<file path="src/rtl/imm_decode_stage.sv">
// Registered RISC-V immediate decoder with valid/ready flow control and a 1-entry skid buffer.
// Classifies the format from the opcode, extends the immediate to XLEN and carries a sideband tag.
module imm_decode_stage #(
  parameter int unsigned XLEN  = 32,
  parameter int unsigned TAG_W = 32
) (
  input  logic             clk,
  input  logic             rst,
  input  logic             flush,
  input  logic             in_valid,
  output logic             in_ready,
  input  logic [31:0]      in_inst,
  input  logic [TAG_W-1:0] in_tag,
  output logic             out_valid,
  input  logic             out_ready,
  output logic [XLEN-1:0]  out_imm,
  output logic [2:0]       out_fmt,
  output logic             out_illegal,
  output logic [TAG_W-1:0] out_tag
);

  localparam logic [6:0] OP_LUI      = 7'b0110111;
  localparam logic [6:0] OP_AUIPC    = 7'b0010111;
  localparam logic [6:0] OP_JAL      = 7'b1101111;
  localparam logic [6:0] OP_JALR     = 7'b1100111;
  localparam logic [6:0] OP_LOAD     = 7'b0000011;
  localparam logic [6:0] OP_STORE    = 7'b0100011;
  localparam logic [6:0] OP_BRANCH   = 7'b1100011;
  localparam logic [6:0] OP_OP       = 7'b0110011;
  localparam logic [6:0] OP_OPIMM    = 7'b0010011;
  localparam logic [6:0] OP_OPIMM32  = 7'b0011011;
  localparam logic [6:0] OP_SYSTEM   = 7'b1110011;
  localparam logic [6:0] OP_MISCMEM  = 7'b0001111;

  typedef enum logic [2:0] {
    FMT_NONE  = 3'd0,
    FMT_I     = 3'd1,
    FMT_S     = 3'd2,
    FMT_B     = 3'd3,
    FMT_U     = 3'd4,
    FMT_J     = 3'd5,
    FMT_SHAMT = 3'd6,
    FMT_ZIMM  = 3'd7
  } fmt_e;

  typedef struct packed {
    logic [XLEN-1:0]  imm;
    logic [2:0]       fmt;
    logic             illegal;
    logic [TAG_W-1:0] tag;
  } res_t;

  logic [6:0]      opcode;
  logic [2:0]      funct3;
  fmt_e            fmt_c;
  logic            illegal_c;
  logic [XLEN-1:0] imm_c;
  res_t            dec_c;

  res_t out_q, out_d;
  res_t skid_q, skid_d;
  logic out_valid_q, out_valid_d;
  logic skid_valid_q, skid_valid_d;
  logic take_c;

  assign opcode = in_inst[6:0];
  assign funct3 = in_inst[14:12];

  // Format classification from the opcode (and funct3 where it disambiguates)
  always_comb begin
    fmt_c     = FMT_NONE;
    illegal_c = 1'b0;
    case (opcode)
      OP_LUI, OP_AUIPC:             fmt_c = FMT_U;
      OP_JAL:                       fmt_c = FMT_J;
      OP_JALR, OP_LOAD, OP_MISCMEM: fmt_c = FMT_I;
      OP_STORE:                     fmt_c = FMT_S;
      OP_BRANCH:                    fmt_c = FMT_B;
      OP_OP:                        fmt_c = FMT_NONE;
      OP_OPIMM:                     fmt_c = (funct3[1:0] == 2'b01) ? FMT_SHAMT : FMT_I;
      OP_OPIMM32: begin
        if (XLEN == 64) fmt_c = (funct3[1:0] == 2'b01) ? FMT_SHAMT : FMT_I;
        else            illegal_c = 1'b1;
      end
      OP_SYSTEM:                    fmt_c = funct3[2] ? FMT_ZIMM : FMT_I;
      default:                      illegal_c = 1'b1;
    endcase
  end

  // Immediate extraction; signed formats sign-extend from inst[31]
  always_comb begin
    imm_c = '0;
    case (fmt_c)
      FMT_I: imm_c = XLEN'($signed(in_inst[31:20]));
      FMT_S: imm_c = XLEN'($signed({in_inst[31:25], in_inst[11:7]}));
      FMT_B: imm_c = XLEN'($signed({in_inst[31], in_inst[7], in_inst[30:25],
                                    in_inst[11:8], 1'b0}));
      FMT_U: imm_c = XLEN'($signed({in_inst[31:12], 12'b0}));
      FMT_J: imm_c = XLEN'($signed({in_inst[31], in_inst[19:12], in_inst[20],
                                    in_inst[30:21], 1'b0}));
      FMT_SHAMT: begin
        if (XLEN == 64 && opcode == OP_OPIMM) imm_c = XLEN'(in_inst[25:20]);
        else                                  imm_c = XLEN'(in_inst[24:20]);
      end
      FMT_ZIMM: imm_c = XLEN'(in_inst[19:15]);
      default:  imm_c = '0;
    endcase
  end

  assign dec_c = '{imm: imm_c, fmt: fmt_c, illegal: illegal_c, tag: in_tag};

  // in_ready depends only on the skid flag, never on out_ready
  assign in_ready = ~skid_valid_q;
  assign take_c   = in_valid & ~skid_valid_q & ~flush;

  // Output/skid next state: skid drains first so order is preserved
  always_comb begin
    out_d        = out_q;
    skid_d       = skid_q;
    out_valid_d  = out_valid_q;
    skid_valid_d = skid_valid_q;
    if (flush) begin
      out_valid_d  = 1'b0;
      skid_valid_d = 1'b0;
    end else if (!out_valid_q || out_ready) begin
      if (skid_valid_q) begin
        out_d        = skid_q;
        out_valid_d  = 1'b1;
        skid_valid_d = 1'b0;
      end else if (take_c) begin
        out_d       = dec_c;
        out_valid_d = 1'b1;
      end else begin
        out_valid_d = 1'b0;
      end
    end else if (take_c) begin
      skid_d       = dec_c;
      skid_valid_d = 1'b1;
    end
  end

  always_ff @(posedge clk or posedge rst) begin
    if (rst) begin
      out_q        <= '0;
      skid_q       <= '0;
      out_valid_q  <= 1'b0;
      skid_valid_q <= 1'b0;
    end else begin
      out_q        <= out_d;
      skid_q       <= skid_d;
      out_valid_q  <= out_valid_d;
      skid_valid_q <= skid_valid_d;
    end
  end

  assign out_valid   = out_valid_q;
  assign out_imm     = out_q.imm;
  assign out_fmt     = out_q.fmt;
  assign out_illegal = out_q.illegal;
  assign out_tag     = out_q.tag;

endmodule

</file>
<file path="config.mk">
export PLATFORM = sky130hd
export DESIGN_NAME = imm_decode_stage
export DESIGN_NICKNAME = d
export VERILOG_FILES = /design/src/rtl/imm_decode_stage.sv
export SDC_FILE = /design/constraint.sdc
export NUM_CORES = 1
export LEC_CHECK = 0
export ABC_AREA = 0
export CAP_MARGIN = 20
export CORE_UTILIZATION = 55
export DETAILED_ROUTE_END_ITERATION = 7
export GPL_TIMING_DRIVEN = 1
export PLACE_DENSITY = 0.86
export SLEW_MARGIN = 5
export SYNTH_ARGS = -nofsm -noshare
export SYNTH_HDL_FRONTEND = slang
export SYNTH_SLANG_ARGS = --single-unit
</file>
<file path="constraint.sdc">
create_clock -name clk -period 14.4 [get_ports clk]
set_input_delay 2.88 -clock clk [delete_from_list [all_inputs] [get_ports clk]]
set_output_delay 2.88 -clock clk [all_outputs]
set_load 0.005 [all_outputs]
</file>
# Word level (Yosys, flattened, before mapping)

Cells that the tools add are included.

Reduce and logical (&&, ||, !) cells: 10
Divide/modulo/power cells: 0
Bitwise operators: 5
Mux-type cells: 14
$lt $le $gt $ge: 0
Multipliers: 0
Shifts and indexed selects: 0
Equality and inequality tests: 19
$add $sub $neg: 0

Operator list:

| operator                                                         | count |
|---|---|
| 32-bit one-hot mux with 7 select lines                           | 1 |
| 68-bit 2-to-1 mux                                                | 2 |
| 7-bit == test (second input constant)                            | 4 |
| 7-bit by 6-bit == test with 1-bit output (second input constant) | 3 |
| 3-bit one-hot mux with 7 select lines                            | 1 |
| 7-bit by 5-bit == test with 1-bit output (second input constant) | 2 |
| 3-bit == test (second input constant)                            | 4 |
| 11-bit OR reduction                                              | 1 |
| 1-bit 2-to-1 mux                                                 | 8 |
| 7-bit by 2-bit == test with 1-bit output (second input constant) | 1 |
| 7-bit by 4-bit == test with 1-bit output (second input constant) | 1 |
| 3-bit by 2-bit == test with 1-bit output (second input constant) | 2 |
| 3-bit 2-to-1 mux                                                 | 2 |
| 3-bit AND reduction                                              | 2 |
| 2-bit nonzero test                                               | 2 |
| 3-bit by 1-bit == test with 1-bit output (second input constant) | 1 |
| 1-bit inverter                                                   | 3 |
| 3-bit nonzero test                                               | 1 |
| 3-bit OR reduction                                               | 1 |
| 1-bit AND                                                        | 2 |
| 2-bit by 1-bit == test with 1-bit output (second input constant) | 1 |
| 2-bit OR reduction                                               | 1 |
| 1-bit logical NOT                                                | 1 |
| 1-bit logical OR                                                 | 1 |

Memories kept: 0
ROM bits: 0
Input bits: 69
Output and inout bits: 70
Register bits: 138
Latch bits: 0
Word-level logic and storage cells: 58
RAM bits: 0

# Logic depth before layout (Yosys ltp)

Gate-level depths: netlist (run 1).

Depth after elaboration: 7
Gate-level depth with buffers: 9
Depth with buffers taken out: 6

# Least setup slack after synthesis (run 1)

No wires, ideal clock.

Path type: input to register
Start: input port in_inst[6]
End: register skid_q[56] (netlist name)
Arrival: 4,296 ps
Data required time: 14,274 ps
Cell stages on the path: 8
Path buffers: 2
Slack: 9,978 ps
Setup time: 126 ps
Cell sequence: buf_2 -> nor4b_2 -> o211ai_2 -> nand2_1 -> o221ai_2 -> nor3b_2 -> buf_4 -> a221o_1

Cells in the longest elaborated chain, start to end: 5
Elaborated cells on any way between the ends: 21
Classes of those cells: eq/ne (17); mux (2); reduce/logical (2)

RTL lines:

| element                                                         | line | RTL |
|---|---|---|
| start, declared                                                 | 12   | `input logic [31:0] in_inst,` |
| 7-bit == test (tied with other cells)                           | 73   | `case (opcode)` |
| 3-bit OR reduction / 2-bit OR reduction (equally long branches) | --   |  |
| 3-bit one-hot mux with 7 select lines (*)                       | 73   |  |
| 3-bit == test (tied with other cells)                           | 93   | `case (fmt_c)` |
| 32-bit one-hot mux with 7 select lines (*)                      | 93   |  |
| end signal, assigned                                            | 150  | `skid_q <= skid_d;` |
| end, declared                                                   | 61   | `res_t skid_q, skid_d;` |

Mark *: on every way between the ends. The rest lies on a longest branch, timed or not.
A chain may end at the register's enable or synchronous reset.

# Final worst setup path (run 1)

Start: register skid_valid_q
End: output port in_ready

Cells in the longest elaborated chain, start to end: 1

RTL lines:

| element                | line | RTL |
|---|---|---|
| start, declared        | 63   | `logic skid_valid_q, skid_valid_d;` |
| start signal, assigned | 152  | `skid_valid_q <= skid_valid_d;` |
| 1-bit inverter         | 113  | `assign in_ready = ~skid_valid_q;` |
| end, declared          | 11   | `output logic in_ready,` |

No other way between the ends.

==> metrics.cfg, run 1 <==
[outcome]
status=complete, no violations

[pwr]
total_power_mw=1.06
clock_power_share_pct=40.2
power.density_mw_per_mm2=127
sw_frac_of_total_pct=27.0
peakVddDrop_mv=0.105
p_seq_share_pct=44.5
power_switching_uw=285
intPower_uw=774
combinationalPowerShare_pct=15.3
p_leak_nw=3.74

[global_route]
grt_max_degree=106
grt_pass1_wl_mm=26.9
gr-total-overflow=0
grt_pass1_vias=5465
antenna_found_initial=0
met1_usage_pct=38.4
grt_util_met2_pct=48.4
grt-busiest-layer=met2
grt_use_met3_pct=6.34
grt.total_usage_pct=29.3

[timing]
rsz0062_at_grt=no
drv_slew=0
setup_tns_ps=0
fmax_ghz=0.184
fin_ws_ps=8960
relSlewSlack_pct=32.7
fin_skew_ps=12.8
hold_viol=0
worstMarginPinSlew_ps=1010
setup_viol=0
fin_crit_sh_pct=37.8
post-route-min-period_ps=5440

[floorplanning]
dieArea_mm2=0.0120
pin_count=139
die_w_um=109
core_mm2=0.0110
rows=38
die_h_um=109
start_util_pct=57.6

[routing]
routed_wl_mm=16.9
first_pass_iters=6
routedWlPerCell_um=18.0
vias=5607
route.detailed.drc=0
drtIter0Drc=434
final_antenna_net_count=0
viasPerCell=5.96

[setup_path]
r2r-start=skid_valid_q
r2r-end=out_imm[22]
cp.required_ps=11520
cpMaxStageDelayCell=buf_4
end_kind=primary output
crit_arrival_ps=2560
max_stage_delay_ps=660
r2r_slack_ps=11410
cp-start-kind=flop
crit_fanout=66
path_cells=buf_4 -> inv_1 -> clkdlybuf4s50_1
reg2regPathDepth=9
worst-setup-path-type=reg -> out

[synthesis]
ys_async_sr_fraction_pct=100
yosysSeqAreaShare_pct=54.4
yosysWarnings=0
synth_cells=671
synth.avg_cell_area_um2=9.47
syn_area_mm2=0.00635
synth_cell_types=51
synth_flop_cell=dfrtp_1
ys_ff_latch=138
synth_edf_count=0
syn_nets=740

[clock_tree]
path_clk_slew_ps=60
htree_num_levels=4
post_cts_resized=0
cts_buffers=17
cts_tree=done
clockBufferDepth=2
cts_hold_buf=0
post_cts_buffers=0
clock_sinks=138
root_buffer=clkbuf_16
clock_latency_ps=410

[place]
gp_congestion=0.984
post-place-ws_ps=8700
io_buffers=138
dp_hpwl_mm=10.9

[min_path]
whs_path_depth=2
min_path_type=reg -> reg
min_from=skid_q[5]
hold_end=skid_q[5]

[finish]
final_nets=856
drive_above_1_share_pct=7.38
final_util_pct=75.7
syn_to_final_growth_pct=31.4
num_antenna_cells=0
fill_cells=769

[run]
cap_violations=0

-- sequential cells by signal, summed over array words and instances (netlist names) --
signal	count
skid_q	68
out_illegal	1
out_fmt	3
skid_valid_q	1
out_imm	32
out_valid	1
out_tag	32
-- worst max-delay path: cells and delay by family (launching register included) --
family                 cells  cell delay [ps]
buffers and inverters      3             1750
DFF                        1              340
-- cell families (layout without fill, tap and decap cells) --
| logic type | count (synthesis) | count (layout) | synth area share [%] |
|---|---|---|---|
| AO/OA/AOI/OAI | 167 | 167 | 16.9 |
| buffers and inverters | 54 | 183 | 3.70 |
| flip-flops | 138 | 138 | 54.4 |
| multiplexers | 33 | 33 | 5.20 |
| AND/OR/NAND/NOR | 279 | 279 | 19.8 |
-- layout by cell type, fill, tap and decap left out, types with 2 or more instances in the layout --
cell type / count
nand4b_1: 2
a21oi_1: 37
and2_1: 2
dfrtp_1: 137
clkbuf_16: 17
inv_1: 4
o31a_1: 3
o31ai_1: 2
nand2_1: 190
nand4_1: 4
nor3_2: 2
a222oi_1: 4
o21ai_0: 78
nor2_1: 19
nand2b_1: 6
buf_4: 7
a221oi_2: 2
nand3b_1: 2
clkinvlp_4: 3
nor4_1: 2
a32oi_1: 2
o21ai_1: 3
inv_6: 7
a221o_1: 15
mux2i_1: 33
nor2b_1: 3
a221oi_1: 9
nor3_1: 4
or3_1: 8
and3_1: 21
nand3_1: 3
clkdlybuf4s50_1: 138
o21a_1: 2
-- metrics by stage --
step,hold WS (ps),instance area [um2],std cells
6_report,475,8350,940
5_1_grt,500,8350,940
4_1_cts,477,8340,939
3_5_place_dp,462,7770,907
3_3_place_gp,454,7770,907
2_1_floorplan,442,6350,671
-- power groups by stage --
| stage | clock network, mW | registers (mW) | logic [mW] |
|---|---|---|---|
| 2_1_floorplan | 0 | 0.472 | 0.0710 |
| 3_3_place_gp | 0 | 0.474 | 0.154 |
| 3_5_place_dp | 0 | 0.477 | 0.161 |
| 4_1_cts | 0.426 | 0.471 | 0.163 |
| 5_1_grt | 0.446 | 0.477 | 0.179 |
| 6_report | 0.425 | 0.471 | 0.162 |
-- worst max path at each step --
stage | startpoint | to | cells past startpoint
2_1_floorplan | rst | out_fmt[0] | 1
3_3_place_gp | in_inst[3] | out_imm[22] | 7
3_5_place_dp | in_inst[3] | out_imm[20] | 7
4_1_cts | skid_valid_q | in_ready | 3
5_1_grt | skid_valid_q | in_ready | 3
6_report | skid_valid_q | in_ready | 3
-- cell type report --
| class | count | area (um2) | share of cell area (%) |
|---|---|---|---|
| clock buffer | 19 | 443 | 5.31 |
| timing repair buffer | 146 | 1440 | 17.3 |
| multi-input combinational | 479 | 2680 | 32.1 |
| clock inverter | 13 | 130 | 1.56 |
| sequential | 138 | 3450 | 41.4 |
| inverter | 5 | 23.8 | 0.285 |
| tap | 140 | 175 | 2.10 |
-- per-layer routing --
layer	wire length (um)	part of all wire (%)
met4	397	2.4
met1	6960	41
met2	8180	48
met5	0	0
met3	1340	7.9
-- synth_stat cells (4+ instances only) --
library cell  instances  area [um2]
o21ai_0              78         390
nand2_1             191         717
nor2_1               19        71.3
mux2i_1              33         330
or3_1                 9        56.3
clkbuf_1             34         128
a221oi_1              9        78.8
dfrtp_1             138        3450
and3_1               21         131
nand4_1               4        25.0
a21oi_1              37         185
a221o_1              15         150
buf_2                 8        40.0
inv_1                 5        18.8
nand2b_1              6        37.5
nor3_1                5        25.0
a222oi_1              4        40.0
Power figures use the tool's default switching activity.
==> run 2, diff against run 1 <==
Settings changed: CORE_UTILIZATION 55 to 46, PLACE_DENSITY 0.86 to 0.77.
Clock period 14.4 ns to 4.6 ns, I/O delays scaled along.
==> run 2 against run 1 <==
Against the previous run:
- critical path depth up 5
- routed wire length fell by 0.55%
- sequential cell count stayed put
- largest cell class unchanged
==> metrics.cfg, run 2 (synthesis gave the netlist of run 1 again) <==
[finish]
num_antenna_cells=0  ; unchanged
syn_to_final_growth_pct=32.9
mostFrequentLayoutCells=nand2_1, clkdlybuf4s50_1, dfrtp_1, o21ai_0, a21oi_1
final_nets=856  ; unchanged
largest_register_ffs=68  ; unchanged
final_common_cell=nand2_1
drive_above_1_share_pct=7.38  ; unchanged
finalNonFillerCells=976  ; +3.8%
largest_register=skid_q

[setup_path]
crit_arrival_ps=3650  ; +1090 ps
r2r_slack_ps=1510  ; -9900 ps
cp.required_ps=4890  ; -6630 ps
worst-setup-path-type=in -> reg
crit_fanout=15  ; -77%
end_kind=flop
cp-start-kind=primary input

[global_route]
gr-total-overflow=0  ; unchanged
grt_max_degree=139  ; +31%
grt.total_usage_pct=24.7  ; -4.6 points
antenna_found_initial=0  ; unchanged
grt_pass1_vias=5455  ; -0.18%
grt_pass1_wl_mm=27.7  ; +2.7%

[floorplanning]
dieArea_mm2=0.0143  ; +19%
die_h_um=120  ; +9.2%
pin_count=139  ; unchanged
core_mm2=0.0133  ; +21%
die_w_um=120  ; +9.2%
start_util_pct=47.6  ; -10 points
rows=42  ; +11%

[pwr]
p_leak_nw=3.76  ; +0.59%
p_seq_share_pct=43.7  ; -0.8 points
intPower_mw=2.52  ; +230%
power_switching_uw=862  ; +200%
sw_frac_of_total_pct=25.5  ; -1.5 points
combinationalPowerShare_pct=14.9  ; -0.4 points
power.density_mw_per_mm2=401  ; +220%
clock_power_share_pct=41.4  ; +1.2 points
peakVddDrop_mv=0.241  ; +130%

[routing]
routed_wl_mm=16.8  ; -0.55%
routedWlPerCell_um=17.2  ; -4.2%
first_pass_iters=5  ; -1
vias=5476  ; -2.3%
drtIter0Drc=311  ; -28%
final_antenna_net_count=0  ; unchanged
viasPerCell=5.61  ; -5.9%
route.detailed.drc=0  ; unchanged

[place]
gp_congestion=0.857  ; -13%
io_buffers=138  ; unchanged
dp_hpwl_mm=11.3  ; +3.5%
dp_cells=943  ; +4.0%

[timing]
relSlewSlack_pct=35.5  ; +2.7 points
fmax_ghz=0.298
setup_tns_ps=0  ; unchanged
hold_viol=0  ; unchanged
worstMarginPinSlew_ps=968  ; -41.0 ps
rsz0062_at_grt=no
fin_skew_ps=7.98  ; -4.83 ps
setup_viol=0  ; unchanged
fin_crit_sh_pct=73.1
post-route-min-period_ps=3360
drv_slew=0  ; unchanged
hold_slack_ps=473  ; -1.98 ps

[outcome]
status=complete, no violations

[run]
cap_violations=0  ; unchanged

[clock_tree]
root_buffer=clkbuf_16
cts_tree=done
post_cts_buffers=0  ; unchanged
path_clk_slew_ps=60  ; about the same
clock_sinks=138  ; unchanged
cts_hold_buf=0  ; unchanged
clockBufferDepth=2  ; unchanged
cts_buffers=17  ; unchanged
htree_num_levels=4  ; unchanged
clock_latency_ps=420  ; about the same
post_cts_resized=0  ; unchanged

[min_path]
min_path_type=reg -> reg

## run 2: changes by cell type in the layout (fill, tap and decap cells not counted)
cell       previous run  this run
inv_6                 7         2
bufinv_16             1         3
clkinv_2              1         3
buf_12                0         1
buf_4                 7         6
clkinv_4              1         2
## run 2: power by group through the flow
stage / clock network [mW] / logic [mW] / registers (mW)
final: 1.40 / 0.505 / 1.48
after global placement: 0 / 0.487 / 1.49
after floorplan: 0 / 0.223 / 1.48
after detailed placement: 0 / 0.505 / 1.50
after global routing: 1.47 / 0.561 / 1.50
after CTS: 1.41 / 0.510 / 1.48
## run 2: critical path: stages
cell             delay (ps)
clkdlybuf4s50_1         750
or3b_1                  450
nor3_2                  510
nand2b_2                300
nor4_2                   90
clkbuf_4                230
a221oi_1                310
nand2_1                  90
## run 2: metal layers
metal / up-vias / GRT usage [%] / share of wire [%]
li1: 2577 / - / -
met1: 2706 / 33.1 / 44
met2: 171 / 39.8 / 48
met3: 22 / 5.56 / 6.0
met4: 0 / 8.52 / 1.7
met5: - / 0 / 0
## run 2: path summary, 6_finish.rpt
check	depth (start not counted)	startpoint	end
setup / recovery	8	in_inst[5]	out_imm[23]
hold / removal	2	skid_q[16]	skid_q[16]
setup reg to reg	6	skid_valid_q	skid_q[65]
hold reg to reg	2	skid_q[16]	skid_q[16]
max in group asynchronous	3	rst	skid_q[55]
min in group asynchronous	3	rst	out_imm[9]
## run 2: area by class of cell
type	instances	area, um2
timing repair buffer	146	1450
sequential	138	3450
clock buffer	19	443
fill	1116	4910
multi-input combinational	479	2680
inverter	5	22.5
clock inverter	13	166
tap	176	220
## run 2: metrics by stage
step / power, mW / setup slack, ps / cell area (um2) / utilization, %
after global placement: 1.97 / 932 / 7820 / 58.6
after detailed placement: 2.00 / 802 / 7820 / 58.6
after global routing: 3.53 / 1060 / 8440 / 63.2
final: 3.38 / 1240 / 8440 / 63.2
after CTS: 3.40 / 1190 / 8430 / 63.2
after floorplan: 1.70 / 1960 / 6360 / -
==> run 3, diff against run 2 <==
Clock period 4.6 ns to 2.7 ns, I/O delays scaled along.
==> run 3 against run 2 <==
Against the previous run:
- sequential power grew 70%
- sequential cell count did not move
- register-to-register slack got worse by 860 ps
- critical path depth increased by 1
- routed wire length up 4.1%
- combinational power rose by 79%
- clock skew fell by 0.70 ps
- first-iteration DRC count increased by 37%
- via count increased by 3.0%
- global-route usage grew 1.2 points
- worst hold slack gained 0.91 ps
- sequential share of layout area down 1.5 points
==> metrics.cfg, run 3 (synthesis gave the netlist of run 1 again) <==
[place]
io_buffers=138  ; unchanged
gp_congestion=0.871  ; +1.6%
post-place-ws_ps=-418  ; -1220 ps
dp_hpwl_mm=12.5  ; +11%

[routing]
routedWlPerCell_um=17.2  ; -0.18%
route.detailed.drc=0  ; unchanged
final_antenna_net_count=0  ; unchanged
first_pass_iters=5  ; unchanged
viasPerCell=5.54  ; -1.3%
drtIter0Drc=425  ; +37%
routed_wl_mm=17.5  ; +4.1%
vias=5639  ; +3.0%

[clock_tree]
root_buffer=clkbuf_16
path_clk_slew_ps=60  ; about the same
post_cts_buffers=0  ; unchanged
cts_tree=done
cts_hold_buf=0  ; unchanged
htree_num_levels=4  ; unchanged
cts_buffers=17  ; unchanged
clockBufferDepth=2  ; unchanged
clock_sinks=138  ; unchanged
clock_latency_ps=420  ; about the same
post_cts_resized=0  ; unchanged

[setup_path]
cp_common_cell=buf_4
cp-start-kind=primary input
path_cells=clkdlybuf4s50_1 -> buf_4 -> nand2b_1 -> buf_4 -> and3_1 -> o21ai_1 -> o221ai_2 -> nor3b_2 -> a221o_1
cp-startpoint=in_inst[5]
max_stage_delay_ps=650  ; -100 ps
cp_num_cells=9  ; +1
cpMaxStageDelayCell=nor3b_2
reg2regPathDepth=5  ; -1
end_kind=flop
worst-setup-path-type=in -> reg
critical_path.top_delay_family=simple AND/OR/NAND/NOR gates
r2r-start=out_valid
crit_arrival_ps=2900  ; -750 ps
crit_fanout=13  ; -2
r2r-end=skid_q[64]
path_buf_inv=3  ; +1
r2r_slack_ps=650  ; -860 ps
cp.required_ps=3050  ; -1840 ps

[pwr]
power.density_mw_per_mm2=649  ; +62%
peakVddDrop_mv=0.458  ; +90%
p_seq_share_pct=44.4  ; +0.7 points
sw_frac_of_total_pct=25.0  ; -0.49 points
combinationalPowerShare_pct=15.9  ; +1.0 points
intPower_mw=4.26  ; +69%
power_switching_mw=1.42  ; +64%
clock_power_share_pct=39.6  ; -1.8 points
p_leak_nw=3.96  ; +5.2%

[timing]
rsz0062_at_grt=no
relSlewSlack_pct=50.7  ; +15 points
fmax_ghz=0.392
fin_crit_sh_pct=94.4
hold_slack_ps=474  ; +0.915 ps
drv_slew=0  ; unchanged
post-route-min-period_ps=2550
setup_viol=0  ; unchanged
fin_ws_ps=150  ; -1090 ps
hold_viol=0  ; unchanged
worstMarginPinSlew_ps=736  ; -232 ps
fin_skew_ps=7.28  ; -0.700 ps

[floorplanning]
die_w_um=120  ; unchanged
dieArea_mm2=0.0143  ; unchanged
core_mm2=0.0133  ; unchanged
start_util_pct=47.6  ; unchanged
rows=42  ; unchanged
pin_count=139  ; unchanged
die_h_um=120  ; unchanged

[finish]
drive_above_1_share_pct=11.8  ; +4.4 points
fill_cells=1071  ; -4.0%
largest_register_ffs=68  ; unchanged
num_antenna_cells=0  ; unchanged
final_nets=898  ; +4.9%
final_common_cell=nand2_1
syn_to_final_growth_pct=37.7
largest_register=skid_q
mostFrequentLayoutCells=nand2_1, clkdlybuf4s50_1, dfrtp_1, o21ai_0, buf_4

[global_route]
grt_pass1_wl_mm=28.9  ; +4.5%
antenna_found_initial=0  ; unchanged
gr-total-overflow=0  ; unchanged
grt_max_degree=62  ; -55%
grt.total_usage_pct=25.9  ; +1.2 points
grt_pass1_vias=5692  ; +4.3%

[min_path]
min_path_type=reg -> reg
whs_path_depth=2  ; unchanged
hold_end=skid_q[45]
min_from=skid_q[45]

[run]
cap_violations=0  ; unchanged

[outcome]
status=complete, no violations

-- run 3: worst min-delay path, cell delays in order (launching register included) --
cell and delay (ps):
dfrtp_1 330, nand2_1 40, o21ai_0 60
-- run 3: final cells by class --
class | instances | area (um2) | area share (%)
sequential | 138 | 3450 | 39.5
multi-input combinational | 479 | 2680 | 30.6
clock inverter | 6 | 60.1 | 0.686
inverter | 5 | 22.5 | 0.257
tap | 176 | 220 | 2.52
clock buffer | 26 | 519 | 5.93
timing repair buffer | 188 | 1790 | 20.5
-- run 3: per-stage QoR --
stage	setup TNS, ps	utilization [%]	instance area (um2)	total power, mW	instances
floorplan	0	-	6360	2.90	671
global placement	-4380	61.2	8160	3.41	985
detailed placement	-6790	61.2	8160	3.46	985
CTS	0	65.5	8740	5.70	1017
global route	0	65.6	8750	5.93	1018
finish	0	65.6	8750	5.67	1018
-- run 3: worst max-delay path by stage --
stage	end	slack [ps]
3_5_place_dp	out_imm[20]	-420
3_3_place_gp	out_imm[25]	-270
2_1_floorplan	out_fmt[0]	440
4_1_cts	out_imm[20]	3
6_report	skid_q[64]	150
5_1_grt	skid_q[64]	70
-- run 3: power by group through the flow --
stage	Sequential, mW	Combinational, mW	Clock, mW
final	2.52	0.904	2.25
after global routing	2.55	1.00	2.37
after CTS	2.52	0.912	2.27
after detailed placement	2.55	0.905	0
after global placement	2.53	0.873	0
after floorplan	2.52	0.379	0
-- run 3: per-layer routing --
metal	wire length, um	global-route usage, %	vias to the layer above
met1	7630	34.3	2734
li1	-	-	2660
met2	8430	41.7	217
met4	324	8.91	0
met5	0	0	-
met3	1090	6.32	28
